===== config.mk =====
export PLATFORM = sky130hd
export DESIGN_NAME = dmux3way16_buf_flat
export DESIGN_NICKNAME = d
export VERILOG_FILES = /design/src/rtl/dmux3way16_buf_pkg.sv /design/src/rtl/dmux3way16_buf_if.sv /design/src/rtl/dmux3way16_buf_chan_fifo16.sv /design/src/rtl/dmux3way16_buf.sv /design/src/flat_wrapper.sv
export SDC_FILE = /design/constraint.sdc
export NUM_CORES = 1
export LEC_CHECK = 0
export CAP_MARGIN = 20
export CORE_MARGIN = 2
export CORE_UTILIZATION = 30
export CTS_CLUSTER_SIZE = 20
export DETAILED_ROUTE_END_ITERATION = 7
export PLACE_DENSITY_LB_ADDON = 0.12
export RECOVER_POWER = 100
export SYNTH_ARGS = -nofsm -noshare
export SYNTH_HDL_FRONTEND = slang
export SYNTH_SLANG_ARGS = --single-unit

===== constraint.sdc =====
create_clock -name clk -period 4.49 [get_ports clk]
set_clock_uncertainty 0.2 [all_clocks]
set_input_delay 0.898 -clock clk [delete_from_list [all_inputs] [get_ports clk]]
set_output_delay 0.898 -clock clk [all_outputs]
set_load 0.01 [all_outputs]

===== src/rtl/dmux3way16_buf_pkg.sv =====
// Shared definitions for the 3-way 16-bit write demux: sel encodings,
// channel indices and the sel-to-channel decode used by the top level.
package dmux3way16_buf_pkg;

   localparam logic [1:0] SEL_X0 = 2'b00;
   localparam logic [1:0] SEL_X1 = 2'b01;
   localparam logic [1:0] SEL_Y  = 2'b10;
   localparam logic [1:0] SEL_Z  = 2'b11;

   localparam int unsigned NCH = 3;

   typedef enum logic [1:0] {
      CH_X = 2'd0,
      CH_Y = 2'd1,
      CH_Z = 2'd2
   } chan_e;

   // Same encoding as the 3-input mux: 00 and 01 both select x.
   function automatic chan_e sel_to_chan(input logic [1:0] sel);
      chan_e ch;
      if (sel == SEL_Z) begin
         ch = CH_Z;
      end else if (sel == SEL_Y) begin
         ch = CH_Y;
      end else begin
         ch = CH_X;
      end
      return ch;
   endfunction

endpackage


===== src/rtl/dmux3way16_buf_if.sv =====
// Bus bundle for dmux3way16_buf: one input word stream with valid/ready
// and three output channels x/y/z, each with its own valid/ready.
interface dmux3way16_buf_if #(
   parameter int unsigned WIDTH = 16
);

   logic [WIDTH-1:0] in_data;
   logic [1:0]       in_sel;
   logic             in_valid;
   logic             in_ready;

   logic [WIDTH-1:0] x_data;
   logic             x_valid;
   logic             x_ready;

   logic [WIDTH-1:0] y_data;
   logic             y_valid;
   logic             y_ready;

   logic [WIDTH-1:0] z_data;
   logic             z_valid;
   logic             z_ready;

   // Producer of input words and consumer of the three channels.
   modport master (
      output in_data, in_sel, in_valid,
      input  in_ready,
      input  x_data, x_valid, y_data, y_valid, z_data, z_valid,
      output x_ready, y_ready, z_ready
   );

   // The demux itself.
   modport slave (
      input  in_data, in_sel, in_valid,
      output in_ready,
      output x_data, x_valid, y_data, y_valid, z_data, z_valid,
      input  x_ready, y_ready, z_ready
   );

endinterface


===== src/rtl/dmux3way16_buf_chan_fifo16.sv =====
// Per-channel FIFO: DEPTH entries, registered count, combinational head.
// Storage is cleared on reset so dout reads zero until the first push.
module chan_fifo16 #(
   parameter int unsigned WIDTH = 16,
   parameter int unsigned DEPTH = 2,
   parameter int unsigned AW    = 1
) (
   input  logic             clk,
   input  logic             reset,
   input  logic             push,
   input  logic [WIDTH-1:0] din,
   output logic             full,
   input  logic             pop,
   output logic [WIDTH-1:0] dout,
   output logic             empty
);

   localparam logic [AW:0] FULL_CNT = (AW+1)'(DEPTH);

   logic [WIDTH-1:0] mem [DEPTH];
   logic [AW-1:0]    wr_ptr;
   logic [AW-1:0]    rd_ptr;
   logic [AW:0]      cnt;
   logic             do_push;
   logic             do_pop;

   // Flags come only from the registered count; push/pop are qualified by them.
   always_comb begin
      full    = (cnt == FULL_CNT);
      empty   = (cnt == '0);
      do_push = push & ~full;
      do_pop  = pop & ~empty;
      dout    = mem[rd_ptr];
   end

   // Storage write at the write pointer.
   always_ff @(posedge clk or posedge reset) begin
      if (reset) begin
         for (int unsigned i = 0; i < DEPTH; i++) begin
            mem[i] <= '0;
         end
      end else if (do_push) begin
         mem[wr_ptr] <= din;
      end
   end

   // Pointers wrap naturally at DEPTH since DEPTH == 2**AW.
   always_ff @(posedge clk or posedge reset) begin
      if (reset) begin
         wr_ptr <= '0;
         rd_ptr <= '0;
      end else begin
         if (do_push) begin
            wr_ptr <= wr_ptr + 1'b1;
         end
         if (do_pop) begin
            rd_ptr <= rd_ptr + 1'b1;
         end
      end
   end

   // Occupancy count: simultaneous push and pop leave it unchanged.
   always_ff @(posedge clk or posedge reset) begin
      if (reset) begin
         cnt <= '0;
      end else begin
         case ({do_push, do_pop})
            2'b10:   cnt <= cnt + 1'b1;
            2'b01:   cnt <= cnt - 1'b1;
            default: cnt <= cnt;
         endcase
      end
   end

endmodule


===== src/rtl/dmux3way16_buf.sv =====
// 3-way 16-bit write demux with a small FIFO per destination channel.
// Top level only decodes in_sel, selects in_ready and fans out the push.
module dmux3way16_buf
   import dmux3way16_buf_pkg::*;
#(
   parameter int unsigned WIDTH = 16,
   parameter int unsigned DEPTH = 2,
   parameter int unsigned AW    = 1
) (
   input logic              clk,
   input logic              reset,
   dmux3way16_buf_if.slave  bus
);

   chan_e            tgt;
   logic [NCH-1:0]   full;
   logic [NCH-1:0]   empty;
   logic [NCH-1:0]   push;
   logic [NCH-1:0]   pop;
   logic [NCH-1:0]   cready;
   logic [WIDTH-1:0] din;
   logic [WIDTH-1:0] dout [NCH];

   // Decode and push fan-out; in_ready depends only on in_sel and registered full flags.
   always_comb begin
      tgt          = sel_to_chan(bus.in_sel);
      bus.in_ready = ~full[tgt];
      din          = bus.in_data;
      push         = '0;
      push[tgt]    = bus.in_valid & ~full[tgt];
   end

   // Consumer handshakes and channel outputs.
   always_comb begin
      cready      = {bus.z_ready, bus.y_ready, bus.x_ready};
      pop         = cready & ~empty;
      bus.x_valid = ~empty[CH_X];
      bus.y_valid = ~empty[CH_Y];
      bus.z_valid = ~empty[CH_Z];
      bus.x_data  = dout[CH_X];
      bus.y_data  = dout[CH_Y];
      bus.z_data  = dout[CH_Z];
   end

   for (genvar c = 0; c < NCH; c++) begin : g_chan
      chan_fifo16 #(
         .WIDTH (WIDTH),
         .DEPTH (DEPTH),
         .AW    (AW)
      ) u_fifo (
         .clk   (clk),
         .reset (reset),
         .push  (push[c]),
         .din   (din),
         .full  (full[c]),
         .pop   (pop[c]),
         .dout  (dout[c]),
         .empty (empty[c])
      );
   end

endmodule

===== src/flat_wrapper.sv =====
// flat-port wrapper written by rule: the top's interface ports become plain ports
module dmux3way16_buf_flat import dmux3way16_buf_pkg::*;
#(
   parameter int unsigned WIDTH = 16,
   parameter int unsigned DEPTH = 2,
   parameter int unsigned AW    = 1
)
  (clk, reset, bus_in_data, bus_in_sel, bus_in_valid, bus_in_ready, bus_x_data, bus_x_valid, bus_y_data, bus_y_valid, bus_z_data, bus_z_valid, bus_x_ready, bus_y_ready, bus_z_ready);
  dmux3way16_buf_if #(.WIDTH(WIDTH)) bus_i ();
  input logic clk;
  input logic reset;
  input wire logic [$bits(bus_i.in_data)-1:0] bus_in_data;
  input wire logic [$bits(bus_i.in_sel)-1:0] bus_in_sel;
  input wire logic [$bits(bus_i.in_valid)-1:0] bus_in_valid;
  output wire logic [$bits(bus_i.in_ready)-1:0] bus_in_ready;
  output wire logic [$bits(bus_i.x_data)-1:0] bus_x_data;
  output wire logic [$bits(bus_i.x_valid)-1:0] bus_x_valid;
  output wire logic [$bits(bus_i.y_data)-1:0] bus_y_data;
  output wire logic [$bits(bus_i.y_valid)-1:0] bus_y_valid;
  output wire logic [$bits(bus_i.z_data)-1:0] bus_z_data;
  output wire logic [$bits(bus_i.z_valid)-1:0] bus_z_valid;
  input wire logic [$bits(bus_i.x_ready)-1:0] bus_x_ready;
  input wire logic [$bits(bus_i.y_ready)-1:0] bus_y_ready;
  input wire logic [$bits(bus_i.z_ready)-1:0] bus_z_ready;
  assign bus_i.in_data = bus_in_data;
  assign bus_i.in_sel = bus_in_sel;
  assign bus_i.in_valid = bus_in_valid;
  assign bus_in_ready = bus_i.in_ready;
  assign bus_x_data = bus_i.x_data;
  assign bus_x_valid = bus_i.x_valid;
  assign bus_y_data = bus_i.y_data;
  assign bus_y_valid = bus_i.y_valid;
  assign bus_z_data = bus_i.z_data;
  assign bus_z_valid = bus_i.z_valid;
  assign bus_i.x_ready = bus_x_ready;
  assign bus_i.y_ready = bus_y_ready;
  assign bus_i.z_ready = bus_z_ready;
  dmux3way16_buf #(.WIDTH(WIDTH), .DEPTH(DEPTH), .AW(AW)) u_core (.clk(clk), .reset(reset), .bus(bus_i));
endmodule

==> impl_results.md <==
* Outcome: finished with violations
* Violated checks: max-capacitance violations, max-slew violations
* Gpl congestion at 0.692
* Chip width at 131 um
* Post-CTS Setup Bufs at 0
* Share of cells above drive strength 1 at 36.2%
* Row count at 46
* VDD IR max at 377 uV
* Final setup vio count at 0
* Critical path required time at 4.53 ns
* Yosys reg bits at 108
* DR WL/cell at 17.3 um
* Power Density at 751 mW/mm^2
* Die Footprint at 0.0171 mm^2
* Critical path class: in -> reg
* Clk_lat worst skew at 0.35 ns
* Kind of end point of the critical path: flip-flop
* Seq/Total Area, Yosys at 55.9%
* Cells resized by post-CTS repair at 0
* TritonCTS buffer count at 9
* Synthesized netlist cell count at 313
* Final ANT Viol Nets at 0
* Leak at 2.49 nW
* Die H at 131 um
* DR pass1 iterations at 3
* Vias at 2721
* Post-Layout Cell Count at 611
* Commonest cells after routing, fill and taps aside: 118 x mux2_2, 108 x dfrtp_1, 41 x dlygate4sd3_1
* N_diodes at 0
* Syn. warnings at 0
* Initial Util at 30.5%
* Worst slew pin tran at 2.29 ns
* Worst Hold Path EP: u_core.g_chan[2].u_fifo.cnt[1]$_DFFE_PP0P_
* Total GRT Usage at 13.3%
* Hold buffer count at cts at 0
* Minimum clock period at 3.79 ns
* First-pass GRT wire length at 16700 um
* Data arrival, critical path at 3.82 ns
* CTS max path bufs at 2
* Setup TNS at 0 ns
* RSZ-0062 raised after global routing: no
* Vias in the first global route at 2993
* Slew headroom at -53.2%
* Worst hold start: u_core.g_chan[2].u_fifo.cnt[1]$_DFFE_PP0P_
* Final HPWL DP at 7000 um
* Reg-to-Reg End: u_core.g_chan[0].u_fifo.mem[31]$_DFFE_PP0P_
* Core area at 0.0158 mm^2
* Max-Cap Viols at 2
* IO buf count at 75
* Post-layout nets at 417
* Post-Place Cells at 595
* R2r setup slk at 1.42 ns
* Final WL at 10600 um
* Vias per cell at 4.45
* Largest net degree at the start of global routing at 59
* Drt drc at 0
* Hold_ws at 0.282 ns
* F_max at 264 MHz
* Mapped Area at 0.00483 mm^2
* Hold Path Class: reg -> reg
* Final hold vios at 0
* Synth Net Count at 340
* WHS Path Cells at 1
* Final Cycle Share at 84.4%
* Initial antenna violation count at 0
* Clock transition at path regs at 0.07 ns
* P&R area growth vs syn at 25.2%
* Reg2reg path depth at 4
* DRT iter0 DRCs at 81
* Startpoint Class: input port
* Avg Inst Size Synth at 15.4 um^2
* Most common cell after layout, fill and taps aside: mux2_2
* CTS tree: built
* Clock root cell: clkbuf_16
* CTS Sinks at 108
* CP max FO at 9
* I/O pins at 76
* RR Startpoint: u_core.g_chan[0].u_fifo.cnt[1]$_DFFE_PP0P_
* CTS H-tree lvls at 3
* Final slew viol count at 60
* GR Overflow Total at 0
* Cell variety after synth at 28
## worst max-delay path by stage
stage,start,end,cells past startpoint
after floorplan,reset,u_core.g_chan[0].u_fifo.cnt[0]$_DFFE_PP0P_,1
after global placement,bus_in_sel[0],bus_in_ready,4
after detailed placement,bus_in_sel[0],bus_in_ready,4
after CTS,bus_in_sel[0],bus_in_ready,4
after global routing,bus_in_sel[1],u_core.g_chan[0].u_fifo.mem[25]$_DFFE_PP0P_,5
final,bus_in_sel[1],u_core.g_chan[0].u_fifo.mem[31]$_DFFE_PP0P_,5
## metrics by stage
stage / setup slack, ns / utilization, % / cell area (um^2) / power [mW]
floorplan: 0.546 / - / 4830 / 2.98
finish: 0.701 / 38.2 / 6050 / 4.54
CTS: 0.795 / 38.7 / 6130 / 4.82
global placement: 0.834 / 36.8 / 5830 / 3.94
detailed placement: 0.810 / 36.8 / 5830 / 3.99
global route: 0.528 / 38.2 / 6050 / 4.86
## power by group
| group | internal [mW] | total (mW) | switching, mW |
|---|---|---|---|
| combinational | 1.21 | 1.91 | 0.701 |
| clock | 0.447 | 0.806 | 0.360 |
| sequential | 1.46 | 1.82 | 0.358 |
| total | 3.12 | 4.54 | 1.42 |
## sequential cells by signal (all words and copies together) (netlist names)
register	cells
u_core.g_chan.u_fifo.cnt	6
u_core.g_chan.u_fifo.rd_ptr	3
u_core.g_chan.u_fifo.mem	96
u_core.g_chan.u_fifo.wr_ptr	3
## cell families after synthesis
family / Yosys count / synth area share [%]
DFF: 108 / 55.9
AOI/OAI and AO/OA: 1 / 0.103
adders and majority gates: 3 / 0.776
xor gates and xnor gates: 15 / 2.72
buffers and inverters: 15 / 1.91
muxes: 145 / 34.5
and+or+nand+nor: 26 / 4.04
## critical path: stages
cell and delay (ns):
dlygate4sd3_1 0.59, nand2b_1 0.18, nor3_1 1.20, clkbuf_1 0.54, mux2_2 0.41
## synth_stat cells
library cell	number	share of area, %
nor4b_4	2	0.98
nand2b_1	3	0.39
mux2_2	133	31
or4_1	1	0.16
and2_1	3	0.39
ha_1	3	0.78
nor3_2	1	0.21
xnor2_1	9	1.6
nor2b_1	2	0.26
a21oi_1	1	0.10
buf_4	2	0.31
nor2_1	5	0.39
clkbuf_1	6	0.47
buf_12	1	0.41
or3b_1	1	0.18
nand4_1	1	0.13
or3b_2	1	0.18
nand2_1	1	0.078
or3_1	1	0.13
mux2_1	2	0.47
nor2b_2	1	0.18
buf_6	1	0.23
or2_2	3	0.39
inv_1	1	0.078
mux2_4	10	3.1
dfrtp_1	108	56
xor2_1	6	1.1
buf_2	4	0.41
## metal layers
| metal | up-vias | track usage, % | routed length (um) |
|---|---|---|---|
| li1 | 1262 | - | - |
| met1 | 1396 | 17.0 | 4940 |
| met2 | 56 | 21.6 | 4990 |
| met3 | 7 | 4.68 | 516 |
| met4 | 0 | 3.57 | 114 |
| met5 | - | 0 | 0 |
## area by class of cell
type                    instances  area (um^2)
multi-input cells             190         1980
repair buffers                 80          786
flip-flops and latches        108         2700
clock inverters                 6         63.8
inverters                       1         5.00
well taps                     216          270
clock buffers                  10          239
fillers                      1477         9780
(Power assumes the default switching activity.)
